### src/rtl/rgb2hsv_pkg.sv
`default_nettype none
// ============================================================================
//  Module      : rgb2hsv_pkg
//  Description : Shared types, hue constants and width helpers for the
//                sequential RGB-to-HSV converter.
//  Revision    : 1.0 - initial release
// ============================================================================
package rgb2hsv_pkg;

    // Converter control states
    typedef enum logic [2:0] {
        IDLE  = 3'd0,
        PREP  = 3'd1,
        DIV_H = 3'd2,
        DIV_S = 3'd3,
        DONE  = 3'd4
    } state_t;

    // Which channel holds Cmax (ties resolve R > G > B)
    typedef enum logic [1:0] {
        SEC_R = 2'd0,
        SEC_G = 2'd1,
        SEC_B = 2'd2
    } sector_t;

    // Hue constants in whole degrees
    localparam int HUE_60  = 60;
    localparam int HUE_120 = 120;
    localparam int HUE_240 = 240;
    localparam int HUE_360 = 360;

    // Hue quotient width: 60*2^F fits in 6+F bits
    function automatic int qh_width(input int frac_w);
        return 6 + frac_w;
    endfunction

    // Saturation quotient width: one extra bit so 1.0 is representable
    function automatic int qs_width(input int s_frac);
        return s_frac + 1;
    endfunction

    // Hue output width: 360*2^F needs 9+F bits
    function automatic int hue_width(input int frac_w);
        return 9 + frac_w;
    endfunction

    // Saturation output width
    function automatic int sat_width(input int s_frac);
        return s_frac + 1;
    endfunction

    function automatic int max_int(input int a, input int b);
        return (a > b) ? a : b;
    endfunction

endpackage
`default_nettype wire

### src/rtl/rgb2hsv_seq_divider.sv
`default_nettype none
// ============================================================================
//  Module      : seq_divider
//  Description : Restoring unsigned divider producing one quotient bit per
//                cycle. The number of quotient bits is chosen per operation
//                through i_len; the caller guarantees the quotient fits in
//                i_len bits (dividend < divisor * 2^i_len) and DVS_W <= DVD_W.
//                o_done flags the cycle whose closing edge retires the final
//                bit; o_quotient_next is the complete quotient in that cycle.
//  Revision    : 1.0 - initial release
// ============================================================================
module seq_divider
    import rgb2hsv_pkg::*;
#(
    parameter int DVD_W = 18,
    parameter int DVS_W = 8,
    parameter int Q_W   = 10,
    parameter int LEN_W = 4
) (
    input  logic             clk,
    input  logic             rst,
    input  logic             i_start,
    input  logic [LEN_W-1:0] i_len,
    input  logic [DVD_W-1:0] i_dividend,
    input  logic [DVS_W-1:0] i_divisor,
    output logic             o_done,
    output logic [Q_W-1:0]   o_quotient_next
);

    logic [DVD_W-1:0]     r_rem;
    logic [Q_W-1:0]       r_low;
    logic [DVS_W-1:0]     r_dvs;
    logic [LEN_W-1:0]     r_cnt;

    logic [DVD_W+Q_W-1:0] w_ext;
    logic [DVD_W:0]       w_trial;
    logic [DVD_W:0]       w_dvs_ext;
    logic                 w_ge;
    logic [DVD_W-1:0]     w_diff;
    logic [DVD_W-1:0]     w_rem_next;
    logic [Q_W-1:0]       w_low_next;

    // Split the dividend: bits above the quotient span seed the partial
    // remainder, the low i_len bits are left-aligned in r_low and shifted
    // out one per step while quotient bits fill in from the bottom.
    assign w_ext      = {i_dividend, {Q_W{1'b0}}} >> i_len;

    assign w_trial    = {r_rem, r_low[Q_W-1]};
    assign w_dvs_ext  = (DVD_W+1)'(r_dvs);
    assign w_ge       = (w_trial >= w_dvs_ext);
    // The true difference is below the divisor, so DVD_W bits are enough
    assign w_diff     = w_trial[DVD_W-1:0] - DVD_W'(r_dvs);
    assign w_rem_next = w_ge ? w_diff : w_trial[DVD_W-1:0];
    assign w_low_next = {r_low[Q_W-2:0], w_ge};

    assign o_done          = (r_cnt == LEN_W'(1));
    assign o_quotient_next = w_low_next;

    // Load on start (wins over a final step), otherwise step while bits remain
    always_ff @(posedge clk or posedge rst) begin
        if (rst) begin
            r_rem <= '0;
            r_low <= '0;
            r_dvs <= '0;
            r_cnt <= '0;
        end else if (i_start) begin
            r_rem <= w_ext[DVD_W+Q_W-1:Q_W];
            r_low <= w_ext[Q_W-1:0];
            r_dvs <= i_divisor;
            r_cnt <= i_len;
        end else if (r_cnt != '0) begin
            r_rem <= w_rem_next;
            r_low <= w_low_next;
            r_cnt <= r_cnt - LEN_W'(1);
        end
    end

endmodule
`default_nettype wire

### src/rtl/rgb2hsv_seq.sv
`default_nettype none
// ============================================================================
//  Module      : rgb2hsv_seq
//  Description : Sequential RGB-to-HSV converter with valid/ready handshake.
//                One shared restoring divider computes the hue magnitude and
//                then the saturation; value is Cmax.
//  Revision    : 1.0 - initial release
// ============================================================================
module rgb2hsv_seq
    import rgb2hsv_pkg::*;
#(
    parameter int PIX_W  = 8,
    parameter int FRAC_W = 4,
    parameter int S_FRAC = 8
) (
    input  logic                clk,
    input  logic                rst,
    input  logic                in_valid,
    output logic                in_ready,
    input  logic [PIX_W-1:0]    r_in,
    input  logic [PIX_W-1:0]    g_in,
    input  logic [PIX_W-1:0]    b_in,
    output logic                out_valid,
    input  logic                out_ready,
    output logic [9+FRAC_W-1:0] h_out,
    output logic [S_FRAC:0]     s_out,
    output logic [PIX_W-1:0]    v_out
);

    localparam int QH    = qh_width(FRAC_W);
    localparam int QS    = qs_width(S_FRAC);
    localparam int HW    = hue_width(FRAC_W);
    localparam int SW    = sat_width(S_FRAC);
    localparam int Q_W   = max_int(QH, QS);
    localparam int LEN_W = $clog2(Q_W + 1);
    localparam int DVD_W = max_int(PIX_W + 6 + FRAC_W, PIX_W + S_FRAC);

    localparam logic [HW-1:0] c_h_full = HW'(HUE_360 << FRAC_W);

    // Control and captured pixel
    state_t           r_state;
    logic             r_in_ready;
    logic             r_out_valid;
    logic [PIX_W-1:0] r_r;
    logic [PIX_W-1:0] r_g;
    logic [PIX_W-1:0] r_b;

    // Values derived in PREP and kept for the remaining phases
    logic [PIX_W-1:0] r_cmax;
    logic [PIX_W-1:0] r_delta;
    sector_t          r_sector;
    logic             r_neg;
    logic [QH-1:0]    r_hue_q;

    // Output registers
    logic [HW-1:0]    r_h;
    logic [SW-1:0]    r_s;
    logic [PIX_W-1:0] r_v;

    // PREP-stage combinational results
    logic [PIX_W-1:0] w_cmax;
    logic [PIX_W-1:0] w_cmin;
    logic [PIX_W-1:0] w_delta;
    sector_t          w_sector;
    logic             w_neg;
    logic [PIX_W-1:0] w_mag;

    // Divider operand mux
    logic             w_div_start;
    logic             w_div_done;
    logic [LEN_W-1:0] w_div_len;
    logic [DVD_W-1:0] w_div_dvd;
    logic [PIX_W-1:0] w_div_dvs;
    logic [Q_W-1:0]   w_q_next;
    logic [DVD_W-1:0] w_hue_dvd;
    logic [DVD_W-1:0] w_sat_dvd;

    // Final hue / saturation assembly
    logic [HW-1:0]    w_h_base;
    logic [HW-1:0]    w_h_raw;
    logic [HW-1:0]    w_h_final;
    logic [SW-1:0]    w_s_final;

    assign w_cmax  = (r_r >= r_g) ? ((r_r >= r_b) ? r_r : r_b)
                                  : ((r_g >= r_b) ? r_g : r_b);
    assign w_cmin  = (r_r <= r_g) ? ((r_r <= r_b) ? r_r : r_b)
                                  : ((r_g <= r_b) ? r_g : r_b);
    assign w_delta = w_cmax - w_cmin;

    // Pick the sector and form |num| and its sign from the captured pixel
    always_comb begin
        w_sector = SEC_B;
        w_neg    = 1'b0;
        w_mag    = '0;
        if ((r_r >= r_g) && (r_r >= r_b)) begin
            w_sector = SEC_R;
            w_neg    = (r_g < r_b);
            w_mag    = w_neg ? (r_b - r_g) : (r_g - r_b);
        end else if (r_g >= r_b) begin
            w_sector = SEC_G;
            w_neg    = (r_b < r_r);
            w_mag    = w_neg ? (r_r - r_b) : (r_b - r_r);
        end else begin
            w_sector = SEC_B;
            w_neg    = (r_r < r_g);
            w_mag    = w_neg ? (r_g - r_r) : (r_r - r_g);
        end
    end

    assign w_hue_dvd = (DVD_W'(w_mag) * DVD_W'(HUE_60)) << FRAC_W;
    assign w_sat_dvd = DVD_W'(r_delta) << S_FRAC;

    // Hue division is launched from PREP, saturation chains off the last hue step
    assign w_div_start = (r_state == PREP) || ((r_state == DIV_H) && w_div_done);
    assign w_div_dvd   = (r_state == PREP) ? w_hue_dvd : w_sat_dvd;
    assign w_div_dvs   = (r_state == PREP) ? w_delta   : r_cmax;
    assign w_div_len   = (r_state == PREP) ? LEN_W'(QH) : LEN_W'(QS);

    seq_divider #(
        .DVD_W (DVD_W),
        .DVS_W (PIX_W),
        .Q_W   (Q_W),
        .LEN_W (LEN_W)
    ) u_div (
        .clk             (clk),
        .rst             (rst),
        .i_start         (w_div_start),
        .i_len           (w_div_len),
        .i_dividend      (w_div_dvd),
        .i_divisor       (w_div_dvs),
        .o_done          (w_div_done),
        .o_quotient_next (w_q_next)
    );

    // Place the hue magnitude relative to its sector offset; grey pixels give 0
    always_comb begin
        w_h_base = '0;
        case (r_sector)
            SEC_R:   w_h_base = r_neg ? HW'(HUE_360) : '0;
            SEC_G:   w_h_base = HW'(HUE_120);
            default: w_h_base = HW'(HUE_240);
        endcase
        w_h_raw = r_neg ? ((w_h_base << FRAC_W) - HW'(r_hue_q))
                        : ((w_h_base << FRAC_W) + HW'(r_hue_q));
        if ((r_delta == '0) || (w_h_raw == c_h_full)) begin
            w_h_final = '0;
        end else begin
            w_h_final = w_h_raw;
        end
    end

    // Cmax = 0 implies delta = 0, so one test covers both degenerate cases
    assign w_s_final = (r_delta == '0) ? '0 : w_q_next[SW-1:0];

    // Converter FSM with registered handshake flags and result registers
    always_ff @(posedge clk or posedge rst) begin
        if (rst) begin
            r_state     <= IDLE;
            r_in_ready  <= 1'b1;
            r_out_valid <= 1'b0;
            r_r         <= '0;
            r_g         <= '0;
            r_b         <= '0;
            r_cmax      <= '0;
            r_delta     <= '0;
            r_sector    <= SEC_R;
            r_neg       <= 1'b0;
            r_hue_q     <= '0;
            r_h         <= '0;
            r_s         <= '0;
            r_v         <= '0;
        end else begin
            case (r_state)
                IDLE: begin
                    if (in_valid) begin
                        r_r        <= r_in;
                        r_g        <= g_in;
                        r_b        <= b_in;
                        r_in_ready <= 1'b0;
                        r_state    <= PREP;
                    end
                end
                PREP: begin
                    r_cmax   <= w_cmax;
                    r_delta  <= w_delta;
                    r_sector <= w_sector;
                    r_neg    <= w_neg;
                    r_state  <= DIV_H;
                end
                DIV_H: begin
                    if (w_div_done) begin
                        r_hue_q <= w_q_next[QH-1:0];
                        r_state <= DIV_S;
                    end
                end
                DIV_S: begin
                    if (w_div_done) begin
                        r_h         <= w_h_final;
                        r_s         <= w_s_final;
                        r_v         <= r_cmax;
                        r_out_valid <= 1'b1;
                        r_state     <= DONE;
                    end
                end
                DONE: begin
                    if (out_ready) begin
                        r_out_valid <= 1'b0;
                        r_in_ready  <= 1'b1;
                        r_state     <= IDLE;
                    end
                end
                default: begin
                    r_out_valid <= 1'b0;
                    r_in_ready  <= 1'b1;
                    r_state     <= IDLE;
                end
            endcase
        end
    end

    assign in_ready  = r_in_ready;
    assign out_valid = r_out_valid;
    assign h_out     = r_h;
    assign s_out     = r_s;
    assign v_out     = r_v;

endmodule
`default_nettype wire

### config.mk
export PLATFORM = sky130hd
export DESIGN_NAME = rgb2hsv_seq
export DESIGN_NICKNAME = d
export VERILOG_FILES = /design/src/rtl/rgb2hsv_pkg.sv /design/src/rtl/rgb2hsv_seq_divider.sv /design/src/rtl/rgb2hsv_seq.sv
export SDC_FILE = /design/constraint.sdc
export NUM_CORES = 1
export LEC_CHECK = 0
export ABC_AREA = 1
export CELL_PAD_IN_SITES_DETAIL_PLACEMENT = 1
export CELL_PAD_IN_SITES_GLOBAL_PLACEMENT = 2
export CORE_MARGIN = 3
export CORE_UTILIZATION = 32
export CTS_CLUSTER_SIZE = 20
export DETAILED_ROUTE_END_ITERATION = 10
export PLACE_DENSITY_LB_ADDON = 0.1
export RECOVER_POWER = 50
export SLEW_MARGIN = 10
export SYNTH_ARGS = -nofsm -noshare
export SYNTH_HDL_FRONTEND = slang
export SYNTH_SLANG_ARGS = --single-unit
### constraint.sdc
create_clock -name clk -period 4.2 [get_ports clk]
set_input_delay 0.63 -clock clk [delete_from_list [all_inputs] [get_ports clk]]
set_output_delay 0.63 -clock clk [all_outputs]
set_load 0.05 [all_outputs]
==> key figures <==
STA
  • Setup ws final: -431 ps
  • RSZ-0062 raised after global routing: yes
  • Clock skew: approximately 14 ps
  • Final Slew Violations: slightly above 80
  • Minimum clock period: about 4600 ps
  • Fin crit share: 110%
  • Relative slew slack: -40.9%
  • Setup TNS: -3030 ps
  • Tightest Pin Transition: between 2000 and 2500 ps
  • Final setup viols: 9
  • Final Hold Fails: 0
  • Max Fclk: roughly 0.22 GHz

Floorplanning
  • Chip Height: approximately 190 µm
  • Die width: about 190 µm
  • Core ar.: 32,000 µm²
  • Site row count: 65
  • Die area: about 35,000 µm²
  • Initial core utilization: between 30% and 40%
  • Io pins: 60

Synth
  • Post-Syn Nets: approximately 1,600
  • Post-synthesis instance total: between 1,000 and 1,500
  • Synth Register Bits: approximately 130
  • Synth async-reset ratio: 100%
  • Area contributors post-synth: dfrtp_1, nand2_1, ha_1, inv_1, o21ai_0
  • Netlist cell types: 58
  • Top-count cell post-synth: nand2_1
  • Synthesized cell area: between 10,000 and 15,000 µm²
  • Avg Cell Area, Syn: between 7 and 8 µm²
  • Primary FF master, synth: dfrtp_1
  • Register area share after synthesis: roughly 30%
  • EDFF count, synth: 0
  • Top post-synthesis cells by count: nand2_1, inv_1, dfrtp_1, o21ai_0, nor2_1
  • Largest area contributor in the netlist: dfrtp_1
  • Synthesis warning total: 0
  • Synth top area share: a little under a third

Worst setup path
  • Arrival @ worst endpoint: 4960 ps
  • Critical path's most frequent cell: nand2_2
  • Crit-path max FO: 5
  • CP endpoint kind: flip-flop
  • CP Launch Type: flip-flop
  • Max stage delay on crit path: between 400 and 500 ps
  • CP max stage cell: fa_1
  • WP data required: around 4500 ps
  • Setup CP Type: reg2reg

Clocking
  • CTS sink count: 128
  • CTS tree: built
  • Cts bufs inserted: 17
  • Clk buf depth: 2
  • Root Buffer Master: clkbuf_16
  • Worst-skew pair later-pin latency: 450 ps
  • Clk slew on worst S/H paths: 70 ps
  • CTS H-tree lvls: 4

Placement
  • Buffers added on ports: between 50 and 60
  • Setup WS pre-CTS: -652 ps
  • DP Area: 13,200 µm²
  • Gp weighted congestion: around 0.9
  • Post-DP HPWL: 31.5 mm

Layout
  • Layout cell share with drive strength beyond 1: between 20% and 30%
  • Final core utilization: between 40% and 50%
  • Area added between synthesis and finish: 41.1%
  • # nets final: approximately 1,900
  • Fill cells: around 3,900
  • Antenna cells: 0
  • Post-route cell area: 14,900 µm²

Route
  • Wire per inst: roughly 18 µm
  • DRC Markers: 0
  • Met2 wire length: ~19 mm
  • Routed met3 length: roughly 1.1 mm
  • Wl on met1: 18.8 mm
  • ANT nets after route: 0
  • Total wire length: 40.3 mm
  • Initial DRC count: about 470
  • Top layer in use: met4
  • Vias/cell: between 4 and 5
  • Count of TritonRoute iterations in the first routing pass: 4
  • Via count: ~11,000

Global routing
  • First-pass GRT wire length: between 60 and 70 mm
  • Initial antenna violation count: 0
  • Pin count of the biggest net entering global routing: between 80 and 90
  • Vias in the first global route: approximately 12,000
  • GR Overflow Total: 0
  • GRT Total Usage: 23.0%

Run status
  • Status: complete, but fails checks
  • Failing checks: capacitance limit, slew limit, setup timing

Run
  • Max Cap Viol: 1

Min path
  • Hold Crit Class: reg2reg
state kept, by name (all words and copies together) (netlist names), 3 cells and up:
name	count
r_cmax	8
u_div.r_dvs	8
r_r	8
s_out	9
u_div.r_cnt	4
u_div.r_low	10
r_hue_q	10
r_b	8
r_delta	8
r_state	3
u_div.r_rem	18
v_out	8
r_g	8
h_out	13
cell type report:
| cell class | count | area [µm²] | share of cell area [%] |
|---|---|---|---|
| multi-input cells | 1070 | 7040 | 47.4 |
| flip-flops and latches | 128 | 3210 | 21.6 |
| repair buffers | 324 | 2670 | 18.0 |
| inverters | 205 | 807 | 5.43 |
| well taps | 435 | 544 | 3.66 |
| clock buffers | 18 | 429 | 2.89 |
| clock inverters | 14 | 148 | 0.994 |
per-stage QoR:
step | instances | hold WS (ps)
6_report | 2194 | 476
5_1_grt | 2194 | 500
4_1_cts | 2173 | 482
3_5_place_dp | 2104 | 465
3_3_place_gp | 2104 | 463
2_1_floorplan | 1450 | 450
cell families (layout without fill, tap and decap cells):
kind of cell / after synthesis / after routing / synth area share, %
AND/OR/NAND/NOR: 629 / 629 / 26.3
AO/OA/AOI/OAI: 294 / 294 / 15.9
buffers and inverters: 252 / 561 / 9.87
flip-flops: 128 / 128 / 30.4
adder cells (fa/ha/maj): 107 / 107 / 14.1
XOR/XNOR: 38 / 38 / 3.23
multiplexers: 2 / 2 / 0.190
layout by cell type (no fill, tap or decap), types with 11 or more instances in the layout:
master and n:
nor3_1 12, buf_4 249, xor2_1 30, fa_1 11, nand3_2 15, inv_1 153
o21ai_1 54, a21oi_1 67, o21ai_0 90, ha_1 61, dfrtp_1 119, nor2_1 85
nand2_2 30, clkbuf_16 17, nand3_1 70, nand4_1 13, ha_4 22, nand2_1 347
clkdlybuf4s50_1 58, inv_2 44
routing by layer:
metal  GRT usage [%]  up-vias
li1                -     5297
met1            29.9     5286
met2            39.3      153
met3            3.20       66
met4            7.73        0
met5               0        -
path summary, 6_finish.rpt:
check	startpoint	end	slack, ps	cells after the start
max	r_r[0]$_DFFE_PP0P_	u_div.r_rem[6]$_DFFE_PP0P_	-430	32
min	h_out[5]$_DFFE_PP0P_	h_out[5]$_DFFE_PP0P_	480	2
max reg2reg	r_r[0]$_DFFE_PP0P_	u_div.r_rem[6]$_DFFE_PP0P_	-430	32
min reg2reg	h_out[5]$_DFFE_PP0P_	h_out[5]$_DFFE_PP0P_	480	2
max in group asynchronous	rst	r_b[2]$_DFFE_PP0P_	600	3
min in group asynchronous	rst	h_out[10]$_DFFE_PP0P_	880	2
repair_timing:
item	4_1_cts	5_1_grt
pin swaps	44	62
gates resized for setup	102	58
hold buffers	0	0
setup endpoints to repair	9	18
buffers inserted	39	21
worst max-delay path: cells and delay by family, from the launching register on:
kind                       cells  cell delay [ps]
adders and majority gates      5             1540
buffers and inverters          7              520
AOI/OAI and AO/OA              4              460
and+or+nand+nor               16             1570
DFF                            1              420
Power is left out: the tool's default activity adds up to more than one toggle a clock period on the data nets, which glitch-free logic cannot reach.
==> edit 1 (config.mk and constraints unchanged) <==
The 3 values of `sector_t` get a one-hot encoding in 3 bits.
--- a/src/rtl/rgb2hsv_pkg.sv
+++ b/src/rtl/rgb2hsv_pkg.sv
@@ -18,8 +18,8 @@
 
     // Which channel holds Cmax (ties resolve R > G > B)
-    typedef enum logic [1:0] {
-        SEC_R = 2'd0,
-        SEC_G = 2'd1,
-        SEC_B = 2'd2
+    typedef enum logic [2:0] {
+        SEC_R = 3'b001,
+        SEC_G = 3'b010,
+        SEC_B = 3'b100
     } sector_t;
 
Formal check against the unedited RTL: no difference found for any inputs over 10 cycles, from zero or initial values and one cycle with rst high; not proved beyond that.
==> edit 1 against the unedited design <==
The run still ends with capacitance limit, slew limit, setup timing left. First-iteration DRC count shrank 20%. Wire length shrank 0.68%. Die area grew 1.8%. Sequential cell count grew 1. Largest cell class unchanged. Design area shrank 0.93%. Setup slack gained 95 ps. Highest routed layer unchanged. Synthesized area grew 1.8%. Critical path type unchanged.
Power is not shown: default switching activity piles up to over one toggle a cycle in this logic, so the estimate is an artifact.
==> edit 1: results (changes against the unedited design) <==
INFO  worst_hold_path holdCritStartpoint=r_cmax[3]$_DFFE_PP0P_
INFO  job            maxCapViolCount=2 [+1]
INFO  placed_design  place.detailed.instances=2116 [+0.57%]
INFO  placed_design  pre_cts_ws=-522ps [+131 ps]
INFO  worst_setup_path path_max_fanout=4 [-1]
INFO  drt            detail_route.iter0.violations=374 [-20%]
INFO  worst_hold_path hold_path_end=v_out[3]$_DFFE_PP0P_
INFO  synthesis      synth_top_cells_by_area=sky130_fd_sc_hd__dfrtp_1 (30%), sky130_fd_sc_hd__nand2_1 (13%), sky130_fd_sc_hd__ha_1 (10%), sky130_fd_sc_hd__inv_1 (7.0%), sky130_fd_sc_hd__o21ai_0 (5.8%)
INFO  timing         fin_tns_setup=-1640ps [+1380 ps]
INFO  drt            drt-wirelength-per-cell=18.4um [+0.14%]
INFO  drt            avgViaCountPerCell=4.92 [about the same]
INFO  finish         nFillCells=4087 [+4.5%]
INFO  synthesis      netlist_top_cells_count=sky130_fd_sc_hd__nand2_1 (359), sky130_fd_sc_hd__inv_1 (200), sky130_fd_sc_hd__dfrtp_1 (127), sky130_fd_sc_hd__o21ai_0 (125), sky130_fd_sc_hd__nand3_1 (95)
INFO  placed_design  routabilityCongestion=0.914 [+0.92%]
INFO  worst_setup_path critPathTopFamily=adder cells
INFO  outcome        run_status=complete, but fails checks
INFO  synthesis      number_of_instances_in_the_synthesized_netlist=1446 [-0.28%]
INFO  outcome        violations=capacitance limit, slew limit, setup timing
INFO  timing         final-max-slew-violation-count=143 [+77%]
INFO  timing         final_critical_path_setup_slack=-336ps [+95.1 ps]
INFO  drt            total_wire_length_after_detailed_routing=40000um [-0.68%]
INFO  finish         final_util=44.9% [-1.6 points]
INFO  worst_setup_path timing.reg2reg.worst_path_depth=26 [-19%]
INFO  synthesis      synthDistinctLibCells=60 [+3.4%]
INFO  timing         setup_viol_count_final=8 [-1]
-- edit 1: layout make-up --
class,instances,area share (%)
inverters,214,5.60
multi-input cells,1060,48.2
flip-flops and latches,129,22.0
repair buffers,299,16.3
clock buffers,18,2.92
clock inverters,14,1.21
well taps,442,3.76
-- edit 1: cell families after synthesis --
logic type,after synthesis,share of synthesized area [%]
simple gates,608,25.4
compound gates,299,16.6
buf+inv,257,10.2
flops,129,30.1
fa+ha+maj,107,13.8
xor+xnor,44,3.60
mux,2,0.187
-- edit 1: per-layer routing --
layer | track usage (%) | up-vias | share of wire [%]
li1 | - | 5273 | -
met1 | 28.0 | 5266 | 45
met2 | 40.5 | 122 | 50
met3 | 2.63 | 54 | 1.9
met4 | 7.39 | 0 | 3.3
met5 | 0 | - | 0
-- edit 1: timing repair --
action	CTS	global route
pin swaps	39	51
resized for setup	77	95
setup endpoints to repair	9	11
buffers inserted	15	15
endpoints found under the hold margin	0	0
==> edit 2 (same settings) <==
Without the edit above. The parameter `FRAC_W` goes from 4 to 2.
--- a/src/rtl/rgb2hsv_seq.sv
+++ b/src/rtl/rgb2hsv_seq.sv
@@ -11,5 +11,5 @@
 #(
     parameter int PIX_W  = 8,
-    parameter int FRAC_W = 4,
+    parameter int FRAC_W = 2,
     parameter int S_FRAC = 8
 ) (
Interface: changed (resized h_out); port bits go from 60 to 58. No check against the original RTL was run, so the function may have changed too.
==> edit 2 against the unedited design <==
The run still ends with capacitance limit, slew limit, setup timing left. Clock skew increased by 4.7 ps. Wire length decreased by 7.2%. Design area decreased by 5.2%. Count of clock-buffer cells in the layout did not move. Maximum frequency rose by 1.5%. Sequential cell count fell by 7. Setup slack better by 70 ps. Synthesized area down 3.8%. Synthesized cell count down 3.7%. Sequential share of layout area down 0.081 points. Worst hold slack lost 2.0 ps. Critical path type unchanged. Largest cell class unchanged. Highest routed layer unchanged.
Power is left out: the tool's default activity adds up to more than one toggle a clock period on the data nets, which glitch-free logic cannot reach.
==> edit 2: results (changes against the unedited design) <==
INFO  cts            postCtsSetupBuffers=18 [-54%]
INFO  drt            met1Wirelength=16700um [-12%]
INFO  synthesis      postSynthNetCount=1531 [-3.4%]
INFO  timing         setup_viol_count_final=8 [-1]
INFO  worst_setup_path worst_setup_path_endpoint=u_div.r_rem[5]$_DFFE_PP0P_
INFO  timing         final_critical_path_setup_slack=-360ps [+70.4 ps]
INFO  synthesis      netlist_top_cells_count=sky130_fd_sc_hd__nand2_1 (367), sky130_fd_sc_hd__inv_1 (193), sky130_fd_sc_hd__dfrtp_1 (120), sky130_fd_sc_hd__a21oi_1 (106), sky130_fd_sc_hd__nor2_1 (97)
INFO  drt            detailroute.wirelength.met2=18700um [-2.2%]
INFO  drt            drt-wirelength-per-cell=17.9um [-2.6%]
INFO  worst_setup_path path_max_fanout=6 [+1]
INFO  worst_setup_path reg2reg_from=r_b[0]$_DFFE_PP0P_
INFO  timing         final-max-slew-violation-count=107 [+32%]
INFO  drt            met3_length=817um [-23%]
INFO  outcome        run_status=complete, but fails checks
INFO  synthesis      synth_sequential_area_ratio=29.9% [-0.53 points]
INFO  finish         max_ffs_per_register=16 [-2]
INFO  grt            first_pass_grt_wire_length=59700um [-6.1%]
INFO  placed_design  place_hpwl=29500um [-6.3%]
INFO  finish         final_layout_size_suffix_gt1_share=27.7% [-1.5 points]
INFO  drt            via_count=10300 [-4.7%]
INFO  finish         fin_nets=1814 [-3.6%]
INFO  outcome        violations=capacitance limit, slew limit, setup timing
INFO  grt            grt_max_degree=66 [-19%]
INFO  job            maxCapViolCount=2 [+1]
INFO  timing         relSlewSlack=-77.6% [-37 points]
edit 2: cell count changes after synthesis, moves of 7 or more:
cell	change
sky130_fd_sc_hd__nor2_1	+8
sky130_fd_sc_hd__inv_1	+17
sky130_fd_sc_hd__o21ai_1	-44
sky130_fd_sc_hd__dfrtp_1	-7
sky130_fd_sc_hd__a21oi_1	+32
sky130_fd_sc_hd__nand3_1	-24
sky130_fd_sc_hd__inv_2	-14
sky130_fd_sc_hd__buf_2	-8
edit 2: per-stage QoR:
step | setup TNS (ps) | instance area [sq um] | hold WS, ps | worst slack (ps) | instances
floorplan | -8.16 | 10300 | 450 | -8.16 | 1396
global placement | -2760 | 12700 | 457 | -519 | 2023
detailed placement | -3350 | 12700 | 465 | -564 | 2023
CTS | -1720 | 13700 | 482 | -297 | 2073
global route | -4330 | 14100 | 496 | -616 | 2088
finish | -1970 | 14100 | 474 | -360 | 2089
edit 2: cell families (layout without fill, tap and decap cells):
logic type / Yosys count / after routing / synth area share, %
adder cells (fa/ha/maj): 107 / 107 / 14.6
other: 0 / 1 / 0
buffers and inverters: 248 / 544 / 10.2
AND/OR/NAND/NOR: 592 / 592 / 25.4
flip-flops: 121 / 121 / 29.9
AO/OA/AOI/OAI: 288 / 288 / 16.4
XOR/XNOR: 40 / 40 / 3.46
edit 2: worst max-delay path, delay by kind of cell, from the launching register on:
family                     cells  cell delay [ps]
adders and majority gates      5             1810
buffers and inverters          7              660
and+or+nand+nor               11              960
AOI/OAI and AO/OA              5              600
DFF                            1              420
edit 2: worst min path at each step:
stage / slack (ps) / to / start
3_5_place_dp: 460 / h_out[4]$_DFFE_PP0P_ / h_out[4]$_DFFE_PP0P_
4_1_cts: 480 / v_out[1]$_DFFE_PP0P_ / v_out[1]$_DFFE_PP0P_
5_1_grt: 500 / h_out[4]$_DFFE_PP0P_ / h_out[4]$_DFFE_PP0P_
2_1_floorplan: 450 / v_out[0]$_DFFE_PP0P_ / r_cmax[0]$_DFFE_PP0P_
6_report: 470 / h_out[4]$_DFFE_PP0P_ / h_out[4]$_DFFE_PP0P_
3_3_place_gp: 460 / v_out[1]$_DFFE_PP0P_ / v_out[1]$_DFFE_PP0P_
edit 2: cell type report:
| class | count | area [sq um] |
|---|---|---|
| clock buffers | 18 | 439 |
| clock inverters | 14 | 138 |
| multi-input cells | 1027 | 6700 |
| inverters | 209 | 813 |
| well taps | 396 | 495 |
| repair buffers | 303 | 2460 |
| flip-flops and latches | 121 | 3040 |
| diodes | 1 | 2.50 |
| fillers | 3794 | 16800 |
edit 2: per-layer routing:
metal	up-vias	GRT usage, %
li1	5089	-
met1	5009	28.0
met2	143	40.3
met3	48	2.45
met4	0	8.26
met5	-	0
